==> config.mk <==
export PLATFORM = sky130hd
export DESIGN_NAME = i2c_slave_regfile
export DESIGN_NICKNAME = d
export VERILOG_FILES = /design/src/rtl/i2c_slave_regfile_pkg.sv /design/src/rtl/i2c_line_filter.sv /design/src/rtl/i2c_slave_regfile.sv
export SDC_FILE = /design/constraint.sdc
export NUM_CORES = 1
export LEC_CHECK = 0
export CAP_MARGIN = 20
export CORE_MARGIN = 3
export CORE_UTILIZATION = 45
export DETAILED_ROUTE_END_ITERATION = 16
export MAX_ROUTING_LAYER = met4
export PLACE_DENSITY = 0.7
export SLEW_MARGIN = 20
export SYNTH_ARGS = -nofsm -noshare
export SYNTH_HDL_FRONTEND = slang
export SYNTH_HIERARCHICAL = 1
export SYNTH_SLANG_ARGS = --single-unit
export TNS_END_PERCENT = 10
==> constraint.sdc <==
create_clock -name sys_clk -period 3.5 [get_ports sys_clk]
set_clock_uncertainty 0.15 [all_clocks]
set_input_delay 0.875 -clock sys_clk [delete_from_list [all_inputs] [get_ports sys_clk]]
set_output_delay 0.875 -clock sys_clk [all_outputs]
set_load 0.03 [all_outputs]
==> src/rtl/i2c_slave_regfile_pkg.sv <==
// Shared types and constants for the I2C target register file.
package i2c_pkg;

  typedef enum logic [3:0] {
    IDLE,
    ADDR,
    ADDR_ACK,
    PTR,
    PTR_ACK,
    WDATA,
    WDATA_ACK,
    RDATA,
    RACK,
    IGNORE
  } i2c_state_e;

  localparam logic [6:0] GEN_CALL_ADDR = 7'h00;
  localparam int         BIT_CNT_W     = 3;

endpackage

==> src/rtl/i2c_line_filter.sv <==
// Two-flop synchronizer plus stability filter for one I2C line; emits
// single-cycle rise/fall pulses on the filtered level.
module i2c_line_filter
  import i2c_pkg::*;
#(
  parameter int FILT_LEN = 3
) (
  input  logic clk,
  input  logic rst,
  input  logic line_in,
  output logic line_out,
  output logic rise,
  output logic fall
);

  localparam int              CNT_W    = (FILT_LEN > 1) ? $clog2(FILT_LEN) : 1;
  localparam logic [CNT_W-1:0] CNT_LOAD = CNT_W'(FILT_LEN - 1);

  logic [1:0]       sync;
  logic [CNT_W-1:0] cnt;

  // A new level is accepted only after FILT_LEN consecutive differing samples.
  always_ff @(posedge clk) begin
    if (rst) begin
      sync     <= 2'b11;
      line_out <= 1'b1;
      cnt      <= CNT_LOAD;
      rise     <= 1'b0;
      fall     <= 1'b0;
    end else begin
      sync <= {sync[0], line_in};
      rise <= 1'b0;
      fall <= 1'b0;
      if (sync[1] == line_out) begin
        cnt <= CNT_LOAD;
      end else if (cnt == '0) begin
        line_out <= sync[1];
        rise     <= sync[1];
        fall     <= ~sync[1];
        cnt      <= CNT_LOAD;
      end else begin
        cnt <= cnt - 1'b1;
      end
    end
  end

endmodule

==> src/rtl/i2c_slave_regfile.sv <==
// I2C target with NUM_REGS x 8 register file, auto-incrementing pointer and host port.
// Optional build macro I2C_GEN_CALL_EN: accept a general-call write into register 0.
module i2c_slave_regfile
  import i2c_pkg::*;
#(
  parameter logic [6:0] SLV_ADDR = 7'h50,
  parameter int         NUM_REGS = 16,
  parameter int         FILT_LEN = 3,
  localparam int        PTR_W    = $clog2(NUM_REGS)
) (
  input  logic             sys_clk,
  input  logic             sys_rst,
  input  logic             scl_in,
  input  logic             sda_in,
  output logic             sda_oe,
  input  logic             host_we,
  input  logic [PTR_W-1:0] host_addr,
  input  logic [7:0]       host_wdata,
  output logic [7:0]       host_rdata,
  output logic             wr_strobe,
  output logic [PTR_W-1:0] wr_addr,
  output logic             busy
);

  logic scl_lvl, scl_rise, scl_fall;
  logic sda_lvl, sda_rise, sda_fall;

  i2c_line_filter #(.FILT_LEN(FILT_LEN)) u_scl_filt (
    .clk(sys_clk), .rst(sys_rst), .line_in(scl_in),
    .line_out(scl_lvl), .rise(scl_rise), .fall(scl_fall)
  );

  i2c_line_filter #(.FILT_LEN(FILT_LEN)) u_sda_filt (
    .clk(sys_clk), .rst(sys_rst), .line_in(sda_in),
    .line_out(sda_lvl), .rise(sda_rise), .fall(sda_fall)
  );

  i2c_state_e           state;
  logic [7:0]           regs [NUM_REGS];
  logic [7:0]           shift;
  logic [BIT_CNT_W-1:0] bit_cnt;
  logic [PTR_W-1:0]     ptr;
  logic                 rd_wr;
  logic                 gen_call;

  logic [7:0]       rx_byte;
  logic [PTR_W-1:0] ptr_inc;
  logic [PTR_W-1:0] wr_idx;

  assign rx_byte    = {shift[6:0], sda_lvl};
  assign ptr_inc    = (ptr == PTR_W'(NUM_REGS - 1)) ? '0 : ptr + 1'b1;
  assign wr_idx     = gen_call ? '0 : ptr;
  assign host_rdata = regs[host_addr];

  // ACK states use sda_oe as the phase flag: first SCL fall drives, second releases.
  always_ff @(posedge sys_clk) begin
    if (sys_rst) begin
      state     <= IDLE;
      sda_oe    <= 1'b0;
      busy      <= 1'b0;
      wr_strobe <= 1'b0;
      wr_addr   <= '0;
      ptr       <= '0;
      shift     <= '0;
      bit_cnt   <= '0;
      rd_wr     <= 1'b0;
      gen_call  <= 1'b0;
      for (int i = 0; i < NUM_REGS; i++) regs[i] <= 8'h00;
    end else begin
      wr_strobe <= 1'b0;
      if (host_we) regs[host_addr] <= host_wdata;

      if (scl_lvl && sda_fall) begin
        state    <= ADDR;
        bit_cnt  <= '0;
        sda_oe   <= 1'b0;
        gen_call <= 1'b0;
      end else if (scl_lvl && sda_rise) begin
        state    <= IDLE;
        sda_oe   <= 1'b0;
        busy     <= 1'b0;
        gen_call <= 1'b0;
      end else if (scl_rise) begin
        case (state)
          ADDR: begin
            shift   <= rx_byte;
            bit_cnt <= bit_cnt + 1'b1;
            if (bit_cnt == BIT_CNT_W'(7)) begin
              rd_wr <= sda_lvl;
              if (shift[6:0] == SLV_ADDR) begin
                state <= ADDR_ACK;
                busy  <= 1'b1;
              end
`ifdef I2C_GEN_CALL_EN
              else if (shift[6:0] == GEN_CALL_ADDR && !sda_lvl) begin
                state    <= ADDR_ACK;
                busy     <= 1'b1;
                gen_call <= 1'b1;
              end
`endif
              else begin
                state <= IGNORE;
                busy  <= 1'b0;
              end
            end
          end
          PTR: begin
            shift   <= rx_byte;
            bit_cnt <= bit_cnt + 1'b1;
            if (bit_cnt == BIT_CNT_W'(7)) begin
              ptr   <= rx_byte[PTR_W-1:0];
              state <= PTR_ACK;
            end
          end
          WDATA: begin
            shift   <= rx_byte;
            bit_cnt <= bit_cnt + 1'b1;
            if (bit_cnt == BIT_CNT_W'(7)) begin
              regs[wr_idx] <= rx_byte;
              wr_strobe    <= 1'b1;
              wr_addr      <= wr_idx;
              if (!gen_call) ptr <= ptr_inc;
              state <= WDATA_ACK;
            end
          end
          RDATA: begin
            bit_cnt <= bit_cnt + 1'b1;
            if (bit_cnt == BIT_CNT_W'(7)) state <= RACK;
          end
          RACK: begin
            if (!sda_lvl) begin
              ptr     <= ptr_inc;
              shift   <= regs[ptr_inc];
              bit_cnt <= '0;
              state   <= RDATA;
            end else begin
              state <= IGNORE;
            end
          end
          default: ;
        endcase
      end else if (scl_fall) begin
        case (state)
          ADDR_ACK: begin
            if (!sda_oe) begin
              sda_oe <= 1'b1;
            end else if (rd_wr) begin
              sda_oe  <= ~regs[ptr][7];
              shift   <= {regs[ptr][6:0], 1'b0};
              bit_cnt <= '0;
              state   <= RDATA;
            end else begin
              sda_oe  <= 1'b0;
              bit_cnt <= '0;
              state   <= gen_call ? WDATA : PTR;
            end
          end
          PTR_ACK, WDATA_ACK: begin
            if (!sda_oe) begin
              sda_oe <= 1'b1;
            end else begin
              sda_oe  <= 1'b0;
              bit_cnt <= '0;
              state   <= gen_call ? IGNORE : WDATA;
            end
          end
          RDATA: begin
            sda_oe <= ~shift[7];
            shift  <= {shift[6:0], 1'b0};
          end
          RACK: sda_oe <= 1'b0;
          default: ;
        endcase
      end
    end
  end

endmodule

==> results.toml, run 1 <==
[timing]
report.final.hold_viol_count = 0
finalCritPeriodShare = 0.995
slew_viol_final = 0
layout_min_cycle_time_ns = 3.48
setup_viol = 0
fin_worst_hold_slack_ns = 0.278
fin_ws_ns = 0.0174
worstMarginPinSlew_ns = 1.02
relSlewSlack = 0.308
fmax_ghz = 0.287

[power]
power_per_cell_area_mw_per_mm2 = 392
p_leak_nw = 4.14
seqPwrFrac = 0.484
ir_worst_vdd_mv = 0.245
p_int_mw = 3.63
pwr-share-clk = 0.420
switching_share = 0.279
combPwrFrac = 0.096
power.total_mw = 5.03
p_sw_mw = 1.40

[clock_network]
clkTransAtPathRegs_ns = 0.08
clk_latency_ns = 0.45
cts.sink_count = 173
cts_buffers = 17
clk_path_buf_depth = 2
root_buffer = "clkbuf_16"
h-tree-depth = 4
cts_tree = "done"

[floorplan]
initial_core_util = 0.462
io_pins = 32
core_mm2 = 0.0245
die_area_mm2 = 0.0271
num_rows = 57
die_h_um = 165
die_w_um = 165

[synth]
synth-compound-area-share = 0.145
synth_top_family_by_area = "multiplexers"
avgSynthCellArea_um2 = 10.5
yosys.cell_types.count = 72
ys_ff_latch = 173
ys_seq_area_frac = 0.418
synth_mux_area_frac = 0.209
synth_top_area_frac = 0.339
synth_edf_count = 128
yosys.area_share.simple = 0.170
synth_ff_type = "edfxtp_1"
synth_area_mm2 = 0.0113
async_flop_share = 0
syn-num-nets = 1104
yosysTopAreaCell = "edfxtp_1"
synthTopCellsByCount = "156 x nand3_1, 141 x o21ai_0, 128 x edfxtp_1"
ys_top_cells_by_area = "edfxtp_1 34%, mux4_2 15%, dfxtp_1 7.9%"
ys_warn_count = 6
synthCells = 1078
yosysMostFrequentCell = "nand3_1"
synthAdderAreaFrac = 0.00993
synthXorXnorAreaFrac = 0.00232

[flow_run]
drv_cap = 0

[critical_path]
critical_path_required_ns = 2.47
critPathMaxStageDelay_ns = 0.54
end_kind = "output port"
crit_chain = "buf_6 -> mux4_2 -> mux4_2 -> clkdlybuf4s15_1"
reg2reg_slack_ns = 0.22
path_max_fanout = 7
crit_type = "input pin to output port"
cpMaxStageDelayCell = "mux4_2"
start_kind = "input pin"
crit_top_cell = "mux4_2"
reg2reg_depth = 8
r2r-start = "ptr[0]"
timing.rr.end = "shift[7]"
crit_arrival_ns = 2.46

[layout]
drive_above_1_share = 0.195
n_fill_cell = 2172
final_nets = 1123
area_delta_synth_final_pct = 13.4
final_util = 0.524
fin_cells = 1435

[route]
drtPass1Iterations = 6
route.detailed.drc = 0
drtIter0Drc = 1802
wl_per_cell_um = 29.8
ant_nets = 0
viasPerCell = 6.96
wl_mm = 42.7
vias = 9986

[placed_design]
dp_hpwl_mm = 31.2
io_buffers = 31
dp_cells = 1401
place_congestion = 1.07
dpl_worst_slack_ns = -0.359

[grt]
track_usage = 0.334
grt_overflow_total = 0
grt_first_pass_wirelength_mm = 63.5
first_global_vias = 9364
grt_max_degree = 29
antenna_found_initial = 1

[hold_path]
hp-class = "flip-flop to flip-flop"
min_path_cells = 1
min_to = "u_scl_filt/sync[1]"
hold_path.startpoint = "u_scl_filt/sync[0]"

[outcome]
outcome = "finished clean"
-- worst max-delay path: cells and delay by family --
kind / cells / cell delay (ns)
muxes: 2 / 1.06
buffers and inverters: 2 / 0.51
-- power groups by stage --
stage	Combinational (mW)	Sequential, mW	Clock, mW
global placement	0.460	2.47	0
CTS	0.473	2.42	2.11
finish	0.483	2.43	2.12
global route	0.506	2.43	2.20
floorplan	0.317	2.38	0
detailed placement	0.464	2.47	0
-- flip-flops by register name, indices dropped and copies added (netlist names), 2 cells and up, named ones only --
name	flops
ptr	4
bit_cnt	3
shift	8
state	4
u_sda_filt/sync	2
wr_addr	4
u_sda_filt/cnt	2
regs	128
u_scl_filt/cnt	2
u_scl_filt/sync	2
-- metal layers --
layer / vias to the layer above / part of all wire / track usage
met3: 168 / 0.12 / 0.0707
met4: 0 / 0.051 / 0.132
met2: 737 / 0.46 / 0.516
met1: 4850 / 0.37 / 0.433
met5: - / 0 / -
li1: 4231 / - / -
-- how the worst max path moves through the flow --
stage                             from       endpoint  slack [ns]  depth (start not counted)
after floorplan           host_addr[0]  host_rdata[0]       0.005                          4
after global placement    host_addr[0]  host_rdata[3]       -0.36                          4
after detailed placement  host_addr[0]  host_rdata[3]       -0.36                          4
after CTS                 host_addr[0]  host_rdata[3]       0.005                          4
after global routing      host_addr[1]  host_rdata[6]     -0.0006                          5
final                     host_addr[0]  host_rdata[3]        0.02                          4
-- layout by cell type, fill, tap and decap left out, types with 9 or more instances in the layout --
cell type and instances:
nor3_1 13, o21ai_0 141, a22oi_1 34, nand3_2 9, nand3_1 156, nand2b_1 11
clkbuf_16 17, buf_4 66, edfxtp_1 128, mux4_2 74, nor2_1 59, dfxtp_1 44
nor2b_1 10, a211oi_1 12, a21oi_1 21, inv_1 19, ha_1 9, clkdlybuf4s50_1 19
mux2i_1 66, nand2_1 48
-- timing repair --
item | CTS | global route
buffers inserted | 0 | 0
hold buffers | 0 | 0
setup endpoints to repair | 8 | 2
gates resized for setup | 17 | 2
-- per-stage QoR --
step | instance area [µm²] | TNS (ns)
after CTS | 12800 | 0
after global placement | 12100 | -1.77
after detailed placement | 12100 | -1.91
after floorplan | 11300 | 0
final | 12900 | 0
after global routing | 12900 | -0.000613
-- area by class of cell --
class,instances,area [µm²],area share
repair buffers,99,886,0.0689
inverters,20,75.1,0.00584
clock inverters,15,224,0.0174
clock buffers,17,425,0.0331
multi-input cells,786,6090,0.474
well taps,324,405,0.0315
flip-flops and latches,173,4750,0.369
diodes,1,2.50,0.000195
-- cells by family (layout without fill, tap and decap cells) --
logic type               Yosys count  count (layout)
AND/OR/NAND/NOR                  366             366
other                              0               1
XOR/XNOR                           3               3
buffers and inverters            119             151
AO/OA/AOI/OAI                    264             264
multiplexers                     144             144
flip-flops                       173             173
adder cells (fa/ha/maj)            9               9
Power figures use the tool's default switching activity.
==> run 2, diff against run 1 <==
--- a/config.mk
+++ b/config.mk
@@ -7,11 +7,11 @@
 export LEC_CHECK = 0
 export CAP_MARGIN = 20
 export CORE_MARGIN = 3
-export CORE_UTILIZATION = 45
+export CORE_UTILIZATION = 50
 export DETAILED_ROUTE_END_ITERATION = 16
 export MAX_ROUTING_LAYER = met4
-export PLACE_DENSITY = 0.7
-export SLEW_MARGIN = 20
+export PLACE_DENSITY = 0.76
+export SLEW_MARGIN = 15
 export SYNTH_ARGS = -nofsm -noshare
 export SYNTH_HDL_FRONTEND = slang
 export SYNTH_HIERARCHICAL = 1
==> results.toml, run 2 (same netlist as run 1, synthesis figures left out) <==
[outcome]
outcome = "finished clean"

[timing]
report.final.hold_viol_count = 0
fin_ws_ns = 0.0349
finalCritPeriodShare = 0.990
slew_viol_final = 0
layout_min_cycle_time_ns = 3.47
tns_ns = 0
setup_viol = 0
fmax_ghz = 0.289
rsz0062_at_grt = "no"
relSlewSlack = 0.252
worstMarginPinSlew_ns = 1.12

[grt]
grt_overflow_total = 0
antenna_found_initial = 2
grt_max_degree = 29
first_global_vias = 9777
track_usage = 0.340
grt_first_pass_wirelength_mm = 60.1

[power]
p_int_mw = 3.55
power_per_cell_area_mw_per_mm2 = 377
ir_worst_vdd_mv = 0.278
combPwrFrac = 0.095
pwr-share-clk = 0.402
p_leak_nw = 4.14
seqPwrFrac = 0.503
switching_share = 0.261
p_sw_mw = 1.25

[critical_path]
crit_arrival_ns = 2.44
reg2reg_slack_ns = 0.41
startpoint = "host_addr[0]"
end_kind = "output port"
r2r-start = "ptr[1]"
critical_path_required_ns = 2.47
timing.rr.end = "shift[7]"
endpoint = "host_rdata[4]"
crit_type = "input pin to output port"
reg2reg_depth = 7
start_kind = "input pin"
path_max_fanout = 18

[floorplan]
io_pins = 32
die_w_um = 157
die_h_um = 157
core_mm2 = 0.0220
initial_core_util = 0.515
num_rows = 54
die_area_mm2 = 0.0245

[layout]
regMostFlops = "regs"
drive_above_1_share = 0.201
reg.largest.list = "regs (128), shift (8)"
final_common_cell = "nand3_1"
final_nets = 1132
largest_reg_flops = 128
final_cell_mix = "156 x nand3_1, 141 x o21ai_0, 128 x edfxtp_1, 82 x buf_4, 74 x mux4_2"
area_delta_synth_final_pct = 12.4

[placed_design]
dp_hpwl_mm = 29.8
io_buffers = 31
place_congestion = 1.04
dpl_worst_slack_ns = 0.0334

[route]
drtIter0Drc = 1395
drtPass1Iterations = 7
route.detailed.drc = 0
vias = 10044
ant_nets = 0
wl_mm = 39.5
wl_per_cell_um = 28.2
viasPerCell = 7.17

[clock_network]
postCtsSetupBuffers = 0
clkTransAtPathRegs_ns = 0.07
hold_buffers = 0
cts_buffers = 17
cts_tree = "done"
cts.sink_count = 173
h-tree-depth = 4
clk_latency_ns = 0.45
cts_resized = 0
root_buffer = "clkbuf_16"
clk_path_buf_depth = 2

[hold_path]
hp-class = "flip-flop to flip-flop"

[flow_run]
drv_cap = 0
[run 2: cell type report]
| type | count | area, µm² |
|---|---|---|
| Clock buffer | 18 | 450 |
| Fill cell | 1896 | 9290 |
| Inverter | 20 | 75.1 |
| Clock inverter | 14 | 133 |
| Antenna cell | 2 | 5.00 |
| Multi-Input combinational cell | 786 | 6090 |
| Timing Repair Buffer | 108 | 891 |
| Sequential cell | 173 | 4750 |
| Tap cell | 280 | 350 |
[run 2: worst min-delay path by stage]
stage                     depth (start not counted)            endpoint  slack [ns]               start
after global placement                            1  u_sda_filt/sync[1]        0.24  u_sda_filt/sync[0]
after CTS                                         1  u_sda_filt/sync[1]        0.27  u_sda_filt/sync[0]
final                                             1  u_sda_filt/sync[1]        0.26  u_sda_filt/sync[0]
after floorplan                                   1  u_scl_filt/sync[1]        0.24  u_scl_filt/sync[0]
after global routing                              1  u_scl_filt/sync[1]        0.30  u_scl_filt/sync[0]
after detailed placement                          1  u_sda_filt/sync[1]        0.25  u_sda_filt/sync[0]
[run 2: routing by layer]
layer | share of wire | up-vias | GRT usage
met3 | 0.10 | 171 | 0.0694
met5 | 0 | - | -
li1 | - | 4267 | -
met4 | 0.056 | 0 | 0.166
met1 | 0.36 | 4884 | 0.414
met2 | 0.48 | 722 | 0.543
[run 2: power groups by stage]
stage	Clock (mW)	Combinational, mW	Sequential, mW
2_1_floorplan	0	0.317	2.38
3_3_place_gp	0	0.441	2.45
3_5_place_dp	0	0.450	2.45
4_1_cts	1.94	0.451	2.41
5_1_grt	2.01	0.480	2.42
6_report	1.93	0.455	2.42
[run 2: worst max-delay path, cell delays in order]
cell and delay [ns]:
buf_2 0.14, buf_12 0.18, mux4_2 0.51, mux4_2 0.53
buf_4 0.20
[run 2: per-stage QoR]
stage                     total power, mW  hold WS, ns   util  cells  cell area, µm²
after CTS                            4.80        0.268  0.578   1399           12700
after floorplan                      2.70        0.239      -   1078           11300
final                                4.80        0.265  0.578   1401           12700
after global placement               2.89        0.242  0.552   1367           12200
after global routing                 4.91        0.302  0.578   1401           12700
after detailed placement             2.90        0.248  0.552   1367           12200
